===== config.mk =====
export PLATFORM = sky130hd
export DESIGN_NAME = cart_mem_arbiter
export DESIGN_NICKNAME = d
export VERILOG_FILES = /design/src/rtl/cart_mem_arbiter.sv
export SDC_FILE = /design/constraint.sdc
export NUM_CORES = 1
export LEC_CHECK = 0
export ABC_AREA = 1
export CAP_MARGIN = 10
export CORE_AREA = 2 2 86 88
export DETAILED_ROUTE_END_ITERATION = 10
export DIE_AREA = 0 0 88 90
export DONT_BUFFER_PORTS = 1
export PLACE_DENSITY_LB_ADDON = 0.1
export SYNTH_ARGS = -nofsm -noshare
export SYNTH_HDL_FRONTEND = slang
export SYNTH_SLANG_ARGS = --single-unit

===== constraint.sdc =====
create_clock -name clk -period 1.6 [get_ports clk]
set_clock_uncertainty 0.05 [all_clocks]
set_input_delay 0.16 -clock clk [delete_from_list [all_inputs] [get_ports clk]]
set_output_delay 0.16 -clock clk [all_outputs]
set_load 0.005 [all_outputs]

===== src/rtl/cart_mem_arbiter.sv =====
// Arbitrates requesters A and B onto one synchronous memory port with a fixed 3-cycle read latency.
// A has priority, but B is guaranteed a slot after MAX_A_BURST consecutive A grants.
module cart_mem_arbiter #(
    parameter int ADDR_W      = 13,
    parameter int DATA_W      = 8,
    parameter int MAX_A_BURST = 4
) (
    input  logic              clk,
    input  logic              reset,

    input  logic              a_req,
    input  logic              a_write,
    input  logic [ADDR_W-1:0] a_addr,
    input  logic [DATA_W-1:0] a_wdata,
    output logic              a_gnt,
    output logic              a_rvalid,
    output logic [DATA_W-1:0] a_rdata,

    input  logic              b_req,
    input  logic              b_write,
    input  logic [ADDR_W-1:0] b_addr,
    input  logic [DATA_W-1:0] b_wdata,
    output logic              b_gnt,
    output logic              b_rvalid,
    output logic [DATA_W-1:0] b_rdata,

    output logic [ADDR_W-1:0] mem_address,
    output logic              mem_chipselect,
    output logic              mem_write,
    output logic [DATA_W-1:0] mem_writedata,
    output logic              mem_clken,
    input  logic [DATA_W-1:0] mem_readdata
);

    localparam int STREAK_W = (MAX_A_BURST < 1) ? 1 : $clog2(MAX_A_BURST + 1);
    localparam logic [STREAK_W-1:0] STREAK_MAX = STREAK_W'(MAX_A_BURST);
    localparam logic SRC_A = 1'b0;
    localparam logic SRC_B = 1'b1;

    logic [STREAK_W-1:0] streak_q, streak_d;

    logic [ADDR_W-1:0] mem_address_q, mem_address_d;
    logic              mem_cs_q, mem_cs_d;
    logic              mem_write_q, mem_write_d;
    logic [DATA_W-1:0] mem_writedata_q, mem_writedata_d;

    logic tag1_valid_q, tag1_valid_d;
    logic tag1_src_q, tag1_src_d;
    logic tag2_valid_q, tag2_valid_d;
    logic tag2_src_q, tag2_src_d;

    logic              a_rvalid_q, a_rvalid_d;
    logic              b_rvalid_q, b_rvalid_d;
    logic [DATA_W-1:0] a_rdata_q, a_rdata_d;
    logic [DATA_W-1:0] b_rdata_q, b_rdata_d;

    // A starved B for MAX_A_BURST grants: B wins this cycle even if A is asking.
    always_comb begin
        a_gnt = 1'b0;
        b_gnt = 1'b0;
        if (!reset) begin
            if (b_req && (streak_q == STREAK_MAX)) begin
                b_gnt = 1'b1;
            end else if (a_req) begin
                a_gnt = 1'b1;
            end else if (b_req) begin
                b_gnt = 1'b1;
            end
        end
    end

    always_comb begin
        streak_d = streak_q;
        if (!b_req || b_gnt) begin
            streak_d = '0;
        end else if (a_gnt && (streak_q != STREAK_MAX)) begin
            streak_d = streak_q + STREAK_W'(1);
        end
    end

    always_comb begin
        mem_address_d   = mem_address_q;
        mem_writedata_d = mem_writedata_q;
        mem_cs_d        = 1'b0;
        mem_write_d     = 1'b0;
        if (a_gnt) begin
            mem_address_d   = a_addr;
            mem_writedata_d = a_wdata;
            mem_cs_d        = 1'b1;
            mem_write_d     = a_write;
        end else if (b_gnt) begin
            mem_address_d   = b_addr;
            mem_writedata_d = b_wdata;
            mem_cs_d        = 1'b1;
            mem_write_d     = b_write;
        end
    end

    // Tag stage 1 lines up with the issued address, stage 2 with the memory's readdata.
    always_comb begin
        tag1_valid_d = (a_gnt && !a_write) || (b_gnt && !b_write);
        tag1_src_d   = b_gnt ? SRC_B : SRC_A;
        tag2_valid_d = tag1_valid_q;
        tag2_src_d   = tag1_src_q;
    end

    always_comb begin
        a_rvalid_d = tag2_valid_q && (tag2_src_q == SRC_A);
        b_rvalid_d = tag2_valid_q && (tag2_src_q == SRC_B);
        a_rdata_d  = a_rvalid_d ? mem_readdata : a_rdata_q;
        b_rdata_d  = b_rvalid_d ? mem_readdata : b_rdata_q;
    end

    always_ff @(posedge clk) begin
        if (reset) begin
            streak_q        <= '0;
            mem_address_q   <= '0;
            mem_cs_q        <= 1'b0;
            mem_write_q     <= 1'b0;
            mem_writedata_q <= '0;
            tag1_valid_q    <= 1'b0;
            tag1_src_q      <= SRC_A;
            tag2_valid_q    <= 1'b0;
            tag2_src_q      <= SRC_A;
            a_rvalid_q      <= 1'b0;
            b_rvalid_q      <= 1'b0;
            a_rdata_q       <= '0;
            b_rdata_q       <= '0;
        end else begin
            streak_q        <= streak_d;
            mem_address_q   <= mem_address_d;
            mem_cs_q        <= mem_cs_d;
            mem_write_q     <= mem_write_d;
            mem_writedata_q <= mem_writedata_d;
            tag1_valid_q    <= tag1_valid_d;
            tag1_src_q      <= tag1_src_d;
            tag2_valid_q    <= tag2_valid_d;
            tag2_src_q      <= tag2_src_d;
            a_rvalid_q      <= a_rvalid_d;
            b_rvalid_q      <= b_rvalid_d;
            a_rdata_q       <= a_rdata_d;
            b_rdata_q       <= b_rdata_d;
        end
    end

    assign mem_address    = mem_address_q;
    assign mem_chipselect = mem_cs_q;
    assign mem_write      = mem_write_q;
    assign mem_writedata  = mem_writedata_q;
    assign mem_clken      = !reset;

    assign a_rvalid = a_rvalid_q;
    assign b_rvalid = b_rvalid_q;
    assign a_rdata  = a_rdata_q;
    assign b_rdata  = b_rdata_q;

endmodule


==> out/results.tsv <==
metric	value	unit
grt-ovfl-total	0	
layout.nets	353	
startpoint	streak_q[0]$_SDFFE_PP0P_	
floorplan.die.width	88	µm
gp_congestion	0.7018	
tightestPinTransition	407.1	ps
antenna_found_initial	0	
worstPathArrival	1290	ps
hold_viol	0	
power.total	2.507	mW
area_growth_syn_to_layout	17.73	%
grt_max_degree	23	
worstPathCellList	inv_1 > ha_1 > nand3_2 > nand2_2 > buf_4 > inv_2	
synth.most_common_cell	nand2_1	
cp-start-kind	flip-flop	
post-route-drc-count	0	
dp_hpwl	3.730	mm
holdWs	7.448	ps
core	7020	µm²
ioPinCount	100	
path_class	reg2out	
cp_data_required_time	1390	ps
postRouteAntennaNets	0	
synth.top_cell.area_share	46.63	%
ys_seq_area_share	46.63	%
drive_gt1_share	9.122	%
reg2reg_slack	130	ps
end_kind	primary output	
slowest_delay	350	ps
cts.reportedPaths.clkPinSlew	90	ps
die_height	90	µm
slowest_stage	dfxtp_2	
setup_violations	0	
ctsLongestPathBuffers	2	
cts_root_buffer	clkbuf_8	
viasPerCell	4.441	
yosys.area.top_type	dfxtp_1	
synth-edff-count	0	
routed_wl	5.475	mm
dieArea	7920	µm²
drt_pass1_iterations	4	
start_util	29.35	%
rsz0062_at_grt	no	
rr_worst_depth	5	
synth.distinct_cells	21	
insertion_delay	290	ps
drtIter0Drc	76	
cts_tree	done	
crit_buf_inv	3	
hold_class	in2reg	
path_max_fanout	11	
powerDensity	1033	nW/µm²
via_count	1754	
grt_pass1_wl	9.018	mm
r2r-end	tag1_src_q$_SDFF_PP0_	
r2r-start	streak_q[0]$_SDFFE_PP0P_	
cts_buffers	5	
syn-num-nets	338	
ys.flop_type	dfxtp_1	
synth_cells	280	
synthArstFlopShare	0	%
path_delay_family	flip-flops	
yosys-top-cells-count	nand2_1 (49), dfxtp_1 (48), nand3_1 (44), nor2_1 (39), inv_1 (34)	
p_leak	1.135	nW
track_usage	14.43	%
slew_violations	0	
vdd_drop_max	0.3680	mV
synth-warning-count	0	
cap_violations	0	
n_fill_cell	769	
cp.depth	6	
slew_headroom	72.82	%
ys_top_cells_by_area	dfxtp_1 (47%), nand3_1 (11%), nand2_1 (8.9%), nor2_1 (7.1%), inv_1 (6.2%)	
fmax	668.0	MHz
finish.utilization	34.56	%
yosys_register_bits	48	
io_buffer_count	0	
endpoint	a_gnt	
std_cell_rows	31	
status	finished clean	
setup_tns	0	ps
grt_pass1_vias	1818	
avgSynthCellArea	7.360	µm²
syn_area	2061	µm²
insertedDiodeCount	0	
cts.sinks	48	
h-tree-depth	2	
period_minus_slack	1497	ps
fin_crit_sh	93.56	%
routedWlPerCell	13.86	µm
## per-stage QoR
stage,cell area (µm²),instances,setup slack (ps)
finish,2426,395,103.0
global route,2426,395,11.99
CTS,2419,395,17.81
detailed placement,2157,373,195.7
global placement,2157,373,203.8
floorplan,2061,280,330.5
## timing repair
action | 4_1_cts | 5_1_grt
hold buffers | 14 | 0
buffers inserted | 0 | 0
endpoints found under the hold margin | 30 | 0
gates resized for setup | 0 | 3
setup endpoints to repair | 0 | 1
## layout by cell type, fill, tap and decap left out, types with 4 or more instances in the layout
| cell type | instances |
|---|---|
| clkbuf_8 | 6 |
| inv_2 | 4 |
| buf_4 | 8 |
| o21ai_0 | 16 |
| nor2_1 | 39 |
| nand3b_1 | 16 |
| a21oi_1 | 7 |
| nand3_1 | 43 |
| dlygate4sd3_1 | 14 |
| nand2_1 | 49 |
| inv_1 | 34 |
| dfxtp_1 | 46 |
## tightest hold or removal path, delay by kind of cell
| kind | cells | cell delay (ps) |
|---|---|---|
| buffers and inverters | 1 | 20 |
| and+or+nand+nor | 3 | 150 |
## final cells by class
| class | instances | area, µm² | share of cell area (%) |
|---|---|---|---|
| inverters | 39 | 146.4 | 6.034 |
| flip-flops and latches | 48 | 963.4 | 39.71 |
| repair buffers | 22 | 200.2 | 8.252 |
| clock buffers | 6 | 82.58 | 3.404 |
| multi-input cells | 179 | 870.8 | 35.89 |
| well taps | 99 | 123.9 | 5.106 |
| clock inverters | 2 | 38.79 | 1.599 |
## layer usage
metal  global-route usage, %  part of all wire (%)  vias to the layer above
met5                       0                     0                        -
met4                   3.846                   1.3                        0
met3                   5.234                   8.7                        6
met2                   23.04                    46                       62
met1                   18.23                    44                      783
li1                        -                     -                      903
## cell families (layout without fill, tap and decap cells)
family	count (synthesis)	after routing	synth area share, %
and+or+nand+nor	151	151	34.12
DFF	48	48	46.63
xor gates and xnor gates	1	1	0.4251
buffers and inverters	53	69	11.35
adders and majority gates	2	2	1.214
AOI/OAI and AO/OA	25	25	6.254
## worst min-delay path by stage
stage / endpoint / start / cells past startpoint
final: mem_address[8]$_SDFFE_PP0P_ / b_addr[8] / 4
after global routing: mem_writedata[3]$_SDFFE_PP0P_ / b_wdata[3] / 4
after CTS: mem_address[8]$_SDFFE_PP0P_ / b_addr[8] / 4
after detailed placement: a_rvalid$_SDFF_PP0_ / reset / 1
after global placement: a_rvalid$_SDFF_PP0_ / reset / 1
after floorplan: tag1_src_q$_SDFF_PP0_ / a_req / 1
## flip-flops by register name, indices dropped and copies added (netlist names)
| register | cells |
|---|---|
| a_rdata | 8 |
| a_rvalid | 1 |
| b_rdata | 8 |
| b_rvalid | 1 |
| mem_address | 13 |
| mem_chipselect | 1 |
| mem_write | 1 |
| mem_writedata | 8 |
| streak_q | 3 |
| tag1_src_q | 1 |
| tag1_valid_q | 1 |
| tag2_src_q | 1 |
| tag2_valid_q | 1 |
## power by group
| part | internal, mW | switching (mW) |
|---|---|---|
| Clock | 0.512 | 0.426 |
| Combinational | 0.106 | 0.142 |
| Sequential | 1.27 | 0.0539 |
| Total | 1.88 | 0.622 |
Power figures use the tool's default switching activity.
==> RTL change 1: new RTL, same settings <==
Reset style: asynchronous (`reset`), changed in one clocked block.
--- a/src/rtl/cart_mem_arbiter.sv
+++ b/src/rtl/cart_mem_arbiter.sv
@@ -111,7 +111,7 @@
         b_rdata_d  = b_rvalid_d ? mem_readdata : b_rdata_q;
     end
 
-    always_ff @(posedge clk) begin
+    always_ff @(posedge clk or posedge reset) begin
         if (reset) begin
             streak_q        <= '0;
             mem_address_q   <= '0;
Formal check against the unedited RTL: differs if reset is asserted again (counterexample within 4 cycles, from zero or initial values and one cycle with reset high); with reset held inactive, the same outputs for 10 cycles.
==> RTL change 1 against the unedited design <==
- sequential share of layout area rose by 5.9 points
- hold slack got worse by 0.0071 ns
- final cell count fell by 1.5%
- routed wire length rose by 0.46%
- synthesized area rose by 3.6%
- critical path depth did not move
- setup slack improved by 0.0022 ns
- count of clock-buffer cells in the layout fell by 1
- sequential cell count did not move
- clock power fell by 3.5%
- cell area rose by 8.6%
- total power rose by 12%
- critical path type unchanged
- largest cell class unchanged
- largest power group unchanged
==> RTL change 1: results (changes against the unedited design) <==
| Metric | Value |
|---|---|
| Status | finished, final reports clean |
| Vias in the first global route | 1802 (-0.88%) |
| Buffers, non-clock | 32 (+45%) |
| Most frequent cells after synthesis | 132 x nand2_1, 48 x dfrtp_1, 23 x nand3_1 |
| Tot GR Track Use | 0.1467 (+0.002350) |
| First-pass GRT wire length | 9080 um (+0.69%) |
| Crit path largest cell delay | 0.42 ns (+0.07 ns) |
| Multi-input combinational area share | 0.3173 (-0.04161) |
| Seq/total area | 0.4561 (+0.05894) |
| Layout cells sized above 1 | 0.1138 (+0.02258) |
| Inverters | 18 (-54%) |
| Routed vias | 1730 (-1.4%) |
| Slew @ Worst Pin | 0.4836 ns (+0.07648 ns) |
| Pre-CTS setup slack | 0.1717 ns (-0.02403 ns) |
| Post-Place Cell Area | 2236 sq um (+3.7%) |
| DR vias/cell | 4.447 (+0.15%) |
| Ranking of synthesized cells by area | dfrtp_1 56%, nand2_1 23%, nand3_1 5.4% |
| CP max-delay cell | dfrtp_1 |
| Post-synth cell types | 20 (-4.8%) |
| Ys flop type | dfrtp_1 |
| WL final | 5500 um (+0.46%) |
| Wire length on met3 | 414 um (-13%) |
| Post-synthesis sequential area ratio | 0.5627 (+0.09642) |
| Pwr/cell area | 1068 nW/um^2 (+3.3%) |
| Comb pwr share | 0.130 (+0.031) |
| Placed insts | 355 (-4.8%) |
| # fillers | 750 (-2.5%) |
| Crit-path max FO | 3 (-8) |
| Comb_multi_in | 184 (+2.8%) |
| GR Layer Usage met1 | 0.1795 (-0.002786) |
| Grt met3 use | 0.04775 (-0.004591) |
| Routed wl met2 | 2671 um (+5.4%) |
| Post-CTS Hold Buffers | 20 (+6) |
RTL change 1: kinds of logic (layout without fill, tap and decap cells):
kind of cell,after synthesis,in the layout,synth area share
flops,48,48,0.5627
buf+inv,30,58,0.06682
compound gates,20,20,0.04982
xor+xnor,1,1,0.004104
fa+ha+maj,2,2,0.01172
simple gates,160,161,0.3048
RTL change 1: worst paths after layout:
path / start / to / slack, ns
setup reg to reg: streak_q[0]$_DFFE_PP0P_ / mem_address[10]$_DFFE_PP0P_ / 0.19
setup / recovery: streak_q[0]$_DFFE_PP0P_ / b_gnt / 0.11
hold / removal: b_addr[11] / mem_address[11]$_DFFE_PP0P_ / 0.0004
min in group asynchronous: reset / mem_address[9]$_DFFE_PP0P_ / 0.36
hold reg to reg: tag1_src_q$_DFF_PP0_ / tag2_src_q$_DFF_PP0_ / 0.31
max in group asynchronous: reset / mem_address[1]$_DFFE_PP0P_ / 0.86
==> RTL change 2: new RTL, same settings <==
Without the edit above. The parameter `MAX_A_BURST` goes from 4 to 8.
--- a/src/rtl/cart_mem_arbiter.sv
+++ b/src/rtl/cart_mem_arbiter.sv
@@ -3,7 +3,7 @@
 module cart_mem_arbiter #(
     parameter int ADDR_W      = 13,
     parameter int DATA_W      = 8,
-    parameter int MAX_A_BURST = 4
+    parameter int MAX_A_BURST = 8
 ) (
     input  logic              clk,
     input  logic              reset,
Function: changed (Yosys sat finds a counterexample within 10 cycles, from zero or initial values and one cycle with reset high).
==> RTL change 2 against the unedited design <==
- cell area increased by 1.3%
- non-clock buffer count is 1 lower
- die area did not move
- critical endpoint unchanged
- routed wire length rose by 0.24%
- synthesized cell count increased by 1.8%
- setup slack worse by 0.018 ns
- synthesized area rose by 1.5%
- utilization rose by 0.46 points
- total power is 7.8% lower
- sequential cell count increased by 1
- critical path depth down 1
==> RTL change 2: results (changes against the unedited design) <==
| Metric | Value |
|---|---|
| Status | finished, final reports clean |
| Comb_multi_in | 188 (+5.0%) |
| Avg WL per Cell | 13.69 um (-1.3%) |
| Antenna Cells | 1 (+1) |
| Layout cells sized above 1 | 0.09635 (+0.005129) |
| Largest net degree at the start of global routing | 38 (+65%) |
| Clock-cell share of area | 0.03359 (-0.01644) |
| FF-to-FF setup slack | 0.18 ns (+0.05 ns) |
| # nets final | 358 (+1.4%) |
| Final Core Density | 0.3502 (+0.004634) |
| Initial antenna violation count | 1 (+1) |
| Post-DP HPWL | 3827 um (+2.6%) |
| Post-Place Cell Area | 2198 sq um (+1.9%) |
| Pre-CTS setup slack | 0.1659 ns (-0.02980 ns) |
| TritonCTS Sinks | 49 (+2.1%) |
| Seq/total area | 0.4000 (+0.002888) |
| First-pass GRT wire length | 8859 um (-1.8%) |
| Avg Cell Area, Syn | 7.336 sq um (-0.32%) |
| Crit-path max FO | 17 (+6) |
| Placer Congestion | 0.7729 (+10%) |
| Ranking of synthesized cells by area | dfxtp_1 47%, nor2_1 9.5%, nand3_1 9.1% |
| Grt met3 use | 0.05326 (+0.0009183) |
| Tot GR Track Use | 0.1404 (-0.003943) |
| Met2 usage | 0.2317 (+0.001263) |
| Vias in the first global route | 1742 (-4.2%) |
| Most frequent cells after synthesis | 53 x nor2_1, 49 x dfxtp_1, 42 x nand2_1 |
| Syn_nets | 343 (+1.5%) |
| Post-synth cell types | 22 (+4.8%) |
| DR vias/cell | 4.524 (+1.9%) |
-- RTL change 2: report_power, final --
group / internal (mW) / leakage (nW) / switching, mW
Sequential: 1.29 / 0.404 / 0.0560
Combinational: 0.105 / 0.644 / 0.142
Clock: 0.304 / 0.0450 / 0.413
-- RTL change 2: how the worst min path moves through the flow --
stage	slack (ns)	from	endpoint	cells after the start
detailed placement	0.18	reset	tag2_valid_q$_SDFF_PP0_	1
global route	0.01	b_addr[6]	mem_address[6]$_SDFFE_PP0P_	4
global placement	0.18	reset	tag2_src_q$_SDFF_PP0_	1
floorplan	0.18	reset	tag2_src_q$_SDFF_PP0_	1
finish	0.01	b_wdata[6]	mem_writedata[6]$_SDFFE_PP0P_	4
CTS	0.002	a_req	mem_write$_SDFF_PP0_	3
-- RTL change 2: timing repair --
item / 4_1_cts / 5_1_grt
hold buffers: 13 / 1
setup endpoints to repair: 2 / 4
gates resized for setup: 2 / 7
hold endpoints to repair: 28 / 1
pin swaps: 0 / 1
-- RTL change 2: cell families (layout without fill, tap and decap cells) --
| group | count (synthesis) | count (layout) | share of synthesized area |
|---|---|---|---|
| compound gates | 32 | 32 | 0.07840 |
| xor+xnor | 2 | 2 | 0.008380 |
| fa+ha+maj | 2 | 2 | 0.01197 |
| buf+inv | 48 | 64 | 0.09575 |
| flops | 49 | 49 | 0.4692 |
| other cells | 0 | 1 | 0 |
| simple gates | 152 | 152 | 0.3363 |
-- RTL change 2: worst register-to-register path, delay by kind of cell (launching register included) --
kind / cells / cell delay (ns)
flops: 1 / 0.35
fa+ha+maj: 1 / 0.22
buf+inv: 2 / 0.28
simple gates: 5 / 0.42
